<file path="config.mk">
export PLATFORM = sky130hd
export DESIGN_NAME = agc_wb_sequencer
export DESIGN_NICKNAME = d
export VERILOG_FILES = /design/src/rtl/agc_wb_sequencer.sv
export SDC_FILE = /design/constraint.sdc
export NUM_CORES = 1
export LEC_CHECK = 0
export CAP_MARGIN = 20
export CORE_MARGIN = 1.5
export CORE_UTILIZATION = 40
export DETAILED_ROUTE_END_ITERATION = 16
export PLACE_DENSITY = 0.69
export SLEW_MARGIN = 20
export SYNTH_ARGS = -nofsm -noshare
export SYNTH_HDL_FRONTEND = slang
export SYNTH_SLANG_ARGS = --single-unit
</file>
<file path="constraint.sdc">
create_clock -name wb_clk_i -period 4.9 [get_ports wb_clk_i]
set_input_delay 0.735 -clock wb_clk_i [delete_from_list [all_inputs] [get_ports wb_clk_i]]
set_output_delay 0.735 -clock wb_clk_i [all_outputs]
set_load 0.005 [all_outputs]
</file>
<file path="src/rtl/agc_wb_sequencer.sv">
// rtl/agc_wb_sequencer.sv - Wishbone initiator sequencing one AGC scale/offset update and measurement readback
//
// Writes scale and offset to the agc_wrapper window, latches and applies them,
// starts the AGC timer, polls the done bit and reads back sq/gt/lt.
//
// Optional feature macro: AGC_SEQ_RESET_EN inserts an AGC-core reset write
// (0x004 to 0x00, sel 0001) as the first transaction of every run.
//
// Ports:
//   wb_clk_i, wb_resetn          clock, synchronous active-low reset
//   start_i, scale_i, offset_i   run request and its operands (sampled on accept)
//   wb_cyc_o .. wb_sel_o         registered Wishbone master outputs
//   wb_dat_i, wb_ack_i,
//   wb_err_i, wb_rty_i           Wishbone target response (rty handled as err)
//   busy_o, done_o               run in progress, one-cycle success pulse
//   err_o, err_code_o            sticky failure flag and cause (1 bus, 2 ack, 3 poll)
//   sq_o, gt_o, lt_o             accumulators from the last successful run

module agc_wb_sequencer #(
    parameter int POLL_GAP   = 64,
    parameter int POLL_LIMIT = 4096,
    parameter int ACK_LIMIT  = 255
) (
    input  logic        wb_clk_i,
    input  logic        wb_resetn,
    input  logic        start_i,
    input  logic [16:0] scale_i,
    input  logic [15:0] offset_i,
    output logic        wb_cyc_o,
    output logic        wb_stb_o,
    output logic        wb_we_o,
    output logic [7:0]  wb_adr_o,
    output logic [31:0] wb_dat_o,
    output logic [3:0]  wb_sel_o,
    input  logic [31:0] wb_dat_i,
    input  logic        wb_ack_i,
    input  logic        wb_err_i,
    input  logic        wb_rty_i,
    output logic        busy_o,
    output logic        done_o,
    output logic        err_o,
    output logic [1:0]  err_code_o,
    output logic [24:0] sq_o,
    output logic [20:0] gt_o,
    output logic [20:0] lt_o
);

    typedef enum logic [3:0] {
        S_IDLE,
`ifdef AGC_SEQ_RESET_EN
        S_RST,
`endif
        S_WR_SCALE,
        S_WR_OFFSET,
        S_WR_LOAD,
        S_WR_APPLY,
        S_WR_TICK,
        S_WAIT,
        S_POLL,
        S_RD_SQ,
        S_RD_GT,
        S_RD_LT,
        S_DONE
    } state_t;

    // Each bus state walks ENTRY -> ACTIVE (cyc high) -> GAP (cyc low) before
    // moving on, which guarantees the idle cycle between transactions.
    typedef enum logic [1:0] {
        PH_ENTRY,
        PH_ACTIVE,
        PH_GAP
    } phase_t;

`ifdef AGC_SEQ_RESET_EN
    localparam state_t S_FIRST = S_RST;
`else
    localparam state_t S_FIRST = S_WR_SCALE;
`endif

    localparam logic [15:0] ACK_LAST  = 16'(ACK_LIMIT - 1);
    localparam logic [15:0] GAP_LAST  = 16'(POLL_GAP - 1);
    localparam logic [15:0] POLL_LAST = 16'(POLL_LIMIT - 1);

    state_t      state_q, state_d;
    phase_t      phase_q, phase_d;
    logic [15:0] cnt_q;
    logic [15:0] poll_q;
    logic [16:0] scale_q;
    logic [15:0] offset_q;
    logic        poll_done_q;
    logic [24:0] sq_sh;
    logic [20:0] gt_sh;
    logic [20:0] lt_sh;

    logic        accept;
    logic        issue;
    logic        finish;
    logic        fail;
    logic [1:0]  fail_code;
    logic        cnt_clr;
    logic        cnt_inc;
    logic        poll_inc;
    logic        commit;

    logic        tx_we;
    logic [7:0]  tx_adr;
    logic [31:0] tx_dat;
    logic [3:0]  tx_sel;

    // Upper read-data bits are never part of any captured field.
    logic        unused_rdata;
    assign unused_rdata = ^wb_dat_i[31:25];

    assign busy_o = (state_q != S_IDLE);
    assign done_o = (state_q == S_DONE);

    always_comb begin
        state_d   = state_q;
        phase_d   = phase_q;
        accept    = 1'b0;
        issue     = 1'b0;
        finish    = 1'b0;
        fail      = 1'b0;
        fail_code = 2'd0;
        cnt_clr   = 1'b0;
        cnt_inc   = 1'b0;
        poll_inc  = 1'b0;
        commit    = 1'b0;

        // Transaction descriptor for the current state; reads are the default.
        tx_we  = 1'b0;
        tx_adr = 8'h00;
        tx_dat = 32'h0;
        tx_sel = 4'b1111;
        case (state_q)
`ifdef AGC_SEQ_RESET_EN
            S_RST: begin
                tx_we  = 1'b1;
                tx_dat = 32'h0000_0004;
                tx_sel = 4'b0001;
            end
`endif
            S_WR_SCALE: begin
                tx_we  = 1'b1;
                tx_adr = 8'h10;
                tx_dat = {15'd0, scale_q};
                tx_sel = 4'b0111;
            end
            S_WR_OFFSET: begin
                tx_we  = 1'b1;
                tx_adr = 8'h14;
                tx_dat = {16'd0, offset_q};
                tx_sel = 4'b0011;
            end
            S_WR_LOAD: begin
                tx_we  = 1'b1;
                tx_dat = 32'h0000_0300;
                tx_sel = 4'b0010;
            end
            S_WR_APPLY: begin
                tx_we  = 1'b1;
                tx_dat = 32'h0000_0400;
                tx_sel = 4'b0010;
            end
            S_WR_TICK: begin
                tx_we  = 1'b1;
                tx_dat = 32'h0000_0001;
                tx_sel = 4'b0001;
            end
            S_RD_SQ: tx_adr = 8'h04;
            S_RD_GT: tx_adr = 8'h08;
            S_RD_LT: tx_adr = 8'h0C;
            default: ;
        endcase

        case (state_q)
            S_IDLE: begin
                if (start_i) begin
                    accept  = 1'b1;
                    state_d = S_FIRST;
                    phase_d = PH_ENTRY;
                end
            end
            S_WAIT: begin
                if (cnt_q == GAP_LAST) begin
                    state_d = S_POLL;
                    phase_d = PH_ENTRY;
                end else begin
                    cnt_inc = 1'b1;
                end
            end
            S_DONE: begin
                state_d = S_IDLE;
            end
            default: begin
                case (phase_q)
                    PH_ENTRY: begin
                        issue   = 1'b1;
                        cnt_clr = 1'b1;
                        phase_d = PH_ACTIVE;
                    end
                    PH_ACTIVE: begin
                        // err/rty take priority over a simultaneous ack.
                        if (wb_err_i || wb_rty_i) begin
                            fail      = 1'b1;
                            fail_code = 2'd1;
                        end else if (wb_ack_i) begin
                            finish  = 1'b1;
                            phase_d = PH_GAP;
                        end else if (cnt_q == ACK_LAST) begin
                            fail      = 1'b1;
                            fail_code = 2'd2;
                        end else begin
                            cnt_inc = 1'b1;
                        end
                    end
                    default: begin
                        phase_d = PH_ENTRY;
                        case (state_q)
`ifdef AGC_SEQ_RESET_EN
                            S_RST:       state_d = S_WR_SCALE;
`endif
                            S_WR_SCALE:  state_d = S_WR_OFFSET;
                            S_WR_OFFSET: state_d = S_WR_LOAD;
                            S_WR_LOAD:   state_d = S_WR_APPLY;
                            S_WR_APPLY:  state_d = S_WR_TICK;
                            S_WR_TICK: begin
                                state_d = S_WAIT;
                                cnt_clr = 1'b1;
                            end
                            S_POLL: begin
                                if (poll_done_q) begin
                                    state_d = S_RD_SQ;
                                end else if (poll_q == POLL_LAST) begin
                                    fail      = 1'b1;
                                    fail_code = 2'd3;
                                end else begin
                                    poll_inc = 1'b1;
                                    state_d  = S_WAIT;
                                    cnt_clr  = 1'b1;
                                end
                            end
                            S_RD_SQ: state_d = S_RD_GT;
                            S_RD_GT: state_d = S_RD_LT;
                            S_RD_LT: begin
                                state_d = S_DONE;
                                commit  = 1'b1;
                            end
                            default: state_d = S_IDLE;
                        endcase
                    end
                endcase
            end
        endcase

        if (fail) begin
            state_d = S_IDLE;
            phase_d = PH_ENTRY;
        end
    end

    always_ff @(posedge wb_clk_i) begin
        if (!wb_resetn) begin
            state_q     <= S_IDLE;
            phase_q     <= PH_ENTRY;
            cnt_q       <= 16'd0;
            poll_q      <= 16'd0;
            scale_q     <= 17'd0;
            offset_q    <= 16'd0;
            poll_done_q <= 1'b0;
            sq_sh       <= 25'd0;
            gt_sh       <= 21'd0;
            lt_sh       <= 21'd0;
            wb_cyc_o    <= 1'b0;
            wb_stb_o    <= 1'b0;
            wb_we_o     <= 1'b0;
            wb_adr_o    <= 8'h00;
            wb_dat_o    <= 32'h0;
            wb_sel_o    <= 4'h0;
            err_o       <= 1'b0;
            err_code_o  <= 2'd0;
            sq_o        <= 25'd0;
            gt_o        <= 21'd0;
            lt_o        <= 21'd0;
        end else begin
            state_q <= state_d;
            phase_q <= phase_d;

            if (cnt_clr) begin
                cnt_q <= 16'd0;
            end else if (cnt_inc) begin
                cnt_q <= cnt_q + 16'd1;
            end

            if (accept) begin
                poll_q     <= 16'd0;
                scale_q    <= scale_i;
                offset_q   <= offset_i;
                err_o      <= 1'b0;
                err_code_o <= 2'd0;
            end else if (poll_inc) begin
                poll_q <= poll_q + 16'd1;
            end

            if (issue) begin
                wb_cyc_o <= 1'b1;
                wb_stb_o <= 1'b1;
                wb_we_o  <= tx_we;
                wb_adr_o <= tx_adr;
                wb_dat_o <= tx_dat;
                wb_sel_o <= tx_sel;
            end

            if (finish || fail) begin
                wb_cyc_o <= 1'b0;
                wb_stb_o <= 1'b0;
            end

            if (fail) begin
                err_o      <= 1'b1;
                err_code_o <= fail_code;
            end

            if (finish) begin
                case (state_q)
                    S_POLL:  poll_done_q <= wb_dat_i[1];
                    S_RD_SQ: sq_sh       <= wb_dat_i[24:0];
                    S_RD_GT: gt_sh       <= wb_dat_i[20:0];
                    S_RD_LT: lt_sh       <= wb_dat_i[20:0];
                    default: ;
                endcase
            end

            // Results become visible together while done_o is high.
            if (commit) begin
                sq_o <= sq_sh;
                gt_o <= gt_sh;
                lt_o <= lt_sh;
            end
        end
    end

endmodule

</file>
# Word level (Yosys, flattened, before mapping)
# Cells that the tools add are included.
[classes] add_sub_neg=2 mul=0 div_mod_pow=0 n_lt_le_gt_ge=0 eq_ne=21 n_shift=0 mux=62 bitwise_logic=2 n_reduce_logical=21
[ops] cell="$pmux W17 S5" n=1
[ops] cell="$pmux W4 S9" n=1
[ops] cell="$add A16 B1 Y16 const B" n=2
[ops] cell="$mux W1" n=32
[ops] cell="$mux W2" n=13
[ops] cell="$pmux W5 S5" n=1
[ops] cell="$mux W4" n=5
[ops] cell="$eq A16 B12 Y1 const B" n=1
[ops] cell="$eq A16 B6 Y1 const B" n=1
[ops] cell="$eq A16 B8 Y1 const B" n=1
[ops] cell="$eq A4 B3 Y1 const B" n=4
[ops] cell="$eq A4 B4 Y1 const B" n=4
[ops] cell="$pmux W4 S4" n=1
[ops] cell="$reduce_or A2 Y1" n=7
[ops] cell="$pmux W4 S3" n=1
[ops] cell="$eq A4 B2 Y1 const B" n=2
[ops] cell="$ne A4 B2 Y1 const B" n=2
[ops] cell="$pmux W1 S2" n=4
[ops] cell="$pmux W2 S2" n=2
[ops] cell="$reduce_and A2 Y1" n=4
[ops] cell="$ne A6 B4 Y1 const B" n=1
[ops] cell="$pmux W2 S3" n=1
[ops] cell="$reduce_and A5 Y1" n=1
[ops] cell="$reduce_or A5 Y1" n=1
[ops] cell="12 further kinds" n=15
[word_totals] ff_bits=255 latch_bits=0 mem_bits_rw=0 mem_bits_ro=0 inputBits=71 out_inout_bits=119 wordCells=128 mem_count=0

# Logic depth before layout (Yosys ltp)
[logic_depth] ltp_word=8 ltp_mapped=8 ltp_nobuf=7

# Worst setup path after synthesis
# Ideal clock, no wire load.
[synth_timing] path_kind="input port to flip-flop" from="in wb_rty_i" to="reg sq_sh[10]" setup_ns=0.116 t_arrival_ns=2.289 required_time_ns=4.784 path_slack_ns=2.495 stages=6 n_path_buf=1 path_cell_list="or4b_1 > a211oi_4 > nand4_4 > buf_2 > mux2i_1 > nor2b_1"
[synth_between] elab_chain_len=5
[synth_rtl] item="start: declaration" line_no="38" text="input logic wb_rty_i,"
[synth_rtl] item="$logic_or A1 B1 Y1" line_no="204" text="if (wb_err_i || wb_rty_i) begin"
[synth_rtl] item="$mux W1" line_no="204"
[synth_rtl] item="$mux W1" line_no="196" text="case (phase_q)"
[synth_rtl] item="$mux W1" line_no="176" text="case (state_q)"
[synth_rtl] item="$reduce_and A2 Y1 (no line)"
[synth_rtl] item="end signal: assignment" line_no="327" text="S_RD_SQ: sq_sh <= wb_dat_i[24:0];"
[synth_rtl] item="end: declaration" line_no="91" text="logic [24:0] sq_sh;"
# No other way between the ends.
# A chain may end at the register's enable or synchronous reset.

# Final worst setup path
[layout_timing] from="reg state_q[1]" to="reg wb_sel_o[0]"
[layout_between] elab_chain_len=3 word_cells_on_any_way=12 classes_between="7 x eq/ne; 2 x mux; 3 x reduce/logical"
[layout_rtl] item="start: declaration" line_no="84" text="state_t state_q, state_d;"
[layout_rtl] item="start signal: assignment" line_no="286" text="state_q <= state_d;"
[layout_rtl] item="$eq A4 B3 Y1 (tied with other cells)" line_no="135" text="case (state_q)"
[layout_rtl] item="$reduce_or A2 Y1 (no line) or $reduce_or A3 Y1 (tied branches)"
[layout_rtl] item="$pmux W4 S4 or $mux W1 (tied branches)" line_no="135, 176"
[layout_rtl] item="end signal: assignment" line_no="311" text="wb_sel_o <= tx_sel;"
[layout_rtl] item="end: declaration" line_no="34" text="output logic [3:0] wb_sel_o,"
# Several ways; a longest one is shown, not always the timed one.

==> metrics.txt <==
DPL Wire Length=approximately 16000 microns; Die Span Y=160.8 microns; Final Skew=0.007338 ns; Post-Syn Area per Cell=8.850 sq um; clk_lat worst skew=0.52 ns; maximum clock insertion buffer count=3; Leak=roughly 4.7 nW; top_reg_cell synth=dfxtp_1; postcts setup bufs=0; commonest non-fill, non-tap cell in the layout=dfxtp_1; setup tns final=0 ns; PD cells=~400 nW/um^2; vias in the first global route=slightly below 8000; synth unique cells=58; Cell Area, Placed=11710 sq um; Pre-antenna DRT Iters=5; max-cap viol count=0; cells along the critical path=xnor2_2 > a21oi_2 > nand2_1 > or3_1 > o211a_1; Netlist Area Pre-Place=9965 sq um; GRT overflow=0; Num CTS Buffers=26; FP Rows=57; Tcrit/Tclk final=69.63%; Post-CTS Hold Fix Bufs=0; Worst path max stage delay=0.90 ns; Slew @ Worst Pin=1.018 ns; min Tclk post-route=roughly 3.4 ns; Via density=about 5; Antenna Cells=0; H-tree levels=1; Final Hold Vio Count=0; Max stage delay cell, worst path=dfxtp_1; CTS tree=built; Top delay family on crit path=simple AND/OR/NAND/NOR gates; core area=24390 sq um; max_slew headroom=about a third; Setup CP Type=reg2reg; via count=8192; DRC viols=0; Worst VDD drop=about 0.22 mV; status=completed; Die Area=25870 sq um; final instance area=around 13000 sq um; Final setup viols=0; initial antenna violation count=0; WL/cell=15.43 microns; Clk pin slew, worst setup/hold paths=0.06 ns; area delta synth->final=26.22%; # nets final=roughly 1300; Routed Wire Length=24560 microns; synth warn=0; Slew Limit Fails=0; CTS root buf=clkbuf_16; largest area contributor in the netlist=dfxtp_1; # IOs=190; WP data required=5.32 ns; async set-or-reset flop fraction in the synthesized netlist=0%; Tot GR Track Use=between 10% and 20%; Hold Slack=0.4589 ns; fmax=293.1 MHz; data arrival time of the critical path=3.83 ns; Clock Sinks=235; post-synth top area share=47.21%; Initial Utilization=40.85%; largest net degree at the start of global routing=112; layout cells sized above 1=5.284%; initial drt markers=469; commonest non-fill, non-tap cells in the layout=dfxtp_1 (235), nand2_1 (228), clkdlybuf4s50_1 (161); EDFF count, synth=0; CP startpoint kind=flip-flop; cells after synthesis=1126; Yosys reg bits=235; Die W=160.8 microns; Critical Path Sink Type=flip-flop; Hold Path Class=reg2reg; DRT antenna net count=0; Synth area leaders=dfxtp_1 (47%), nand2_1 (8.6%), a21boi_0 (8.1%); Final GP Congestion=0.8333; input/output buffers=162; first-pass GRT wire length=40000 microns; Seq/Total Area, Yosys=between 40% and 50%; RSZ-0062 raised after global routing=no; crit-path max FO=26; Resized cells post-CTS=0; WP buf/inv=0
## power breakdown
part | total, mW | switching (mW) | internal (mW)
Sequential | 2.19 | 0.129 | 2.06
Clock | 1.95 | 0.768 | 1.19
Combinational | 0.986 | 0.550 | 0.436
## sequential cells by signal, indices dropped and copies added (netlist names)
register / flops
sq_o: 25
sq_sh: 25
gt_o: 21
gt_sh: 21
lt_o: 21
lt_sh: 21
scale_q: 17
wb_dat_o: 17
cnt_q: 16
offset_q: 16
poll_q: 16
state_q: 4
wb_sel_o: 4
wb_adr_o: 3
err_code_o: 2
phase_q: 2
err_o: 1
poll_done_q: 1
wb_stb_o: 1
wb_we_o: 1
## per-layer routing
layer | part of all wire (%) | vias to the layer above | track usage, %
met5 | 0 | - | 0
met4 | 1.8 | 0 | 4.714
met3 | 6.2 | 35 | 4.313
met2 | 45 | 199 | 30.56
met1 | 47 | 3878 | 24.87
li1 | - | 4080 | -
## worst reg2reg max path, cell delays in order (launching register included)
cell and delay, ns:
dfxtp_1 0.90, xnor2_2 0.26, a21oi_2 0.62, nand2_1 0.81
or3_1 0.59, o211a_1 0.13
## cell type report
cell class              count  area [sq um]
fillers                  2347         11810
repair buffers            173          1702
inverters                  15         56.30
well taps                 324         405.4
clock inverters             6         55.05
multi-input cells         799          4840
flip-flops and latches    235          4705
clock buffers              40         814.5
## synth_stat cells (14+ instances only)
library cell and number:
dfxtp_1 235, nand2_1 228, a21boi_0 108, mux2i_1 75, nor2b_1 74, clkbuf_1 61
nor2_1 41, nand3_1 37, a21oi_1 34, buf_4 21, nand4_1 17, nor3b_1 16
o21ai_0 16, inv_1 15, nor3_1 14
## path summary, 6_finish.rpt
check,cells after the start,to,slack [ns],startpoint
worst max-delay path,5,wb_sel_o[0],1.49,state_q[1]
worst min-delay path,2,lt_o[12],0.46,lt_sh[12]
worst max register to register,5,wb_sel_o[0],1.49,state_q[1]
worst min register to register,2,lt_o[12],0.46,lt_sh[12]
## through the flow
stage          std cells  setup WS, ns  total power, mW  util (%)
2_1_floorplan       1145         2.495            2.787         -
3_3_place_gp        1546         1.559            3.201     48.00
3_5_place_dp        1546         1.524            3.222     48.00
4_1_cts             1592         1.549            5.187     51.56
5_1_grt             1592         1.321            5.379     51.56
6_report            1592         1.488            5.130     51.56
## logic make-up after synthesis
group,after synthesis,share of synthesized area [%]
and+or+nand+nor,471,22.95
muxes,75,7.534
adders and majority gates,3,0.3767
buffers and inverters,111,5.110
DFF,235,47.21
other,1,0.03763
AOI/OAI and AO/OA,220,15.82
xor gates and xnor gates,10,0.9543
(Power assumes the default switching activity.)
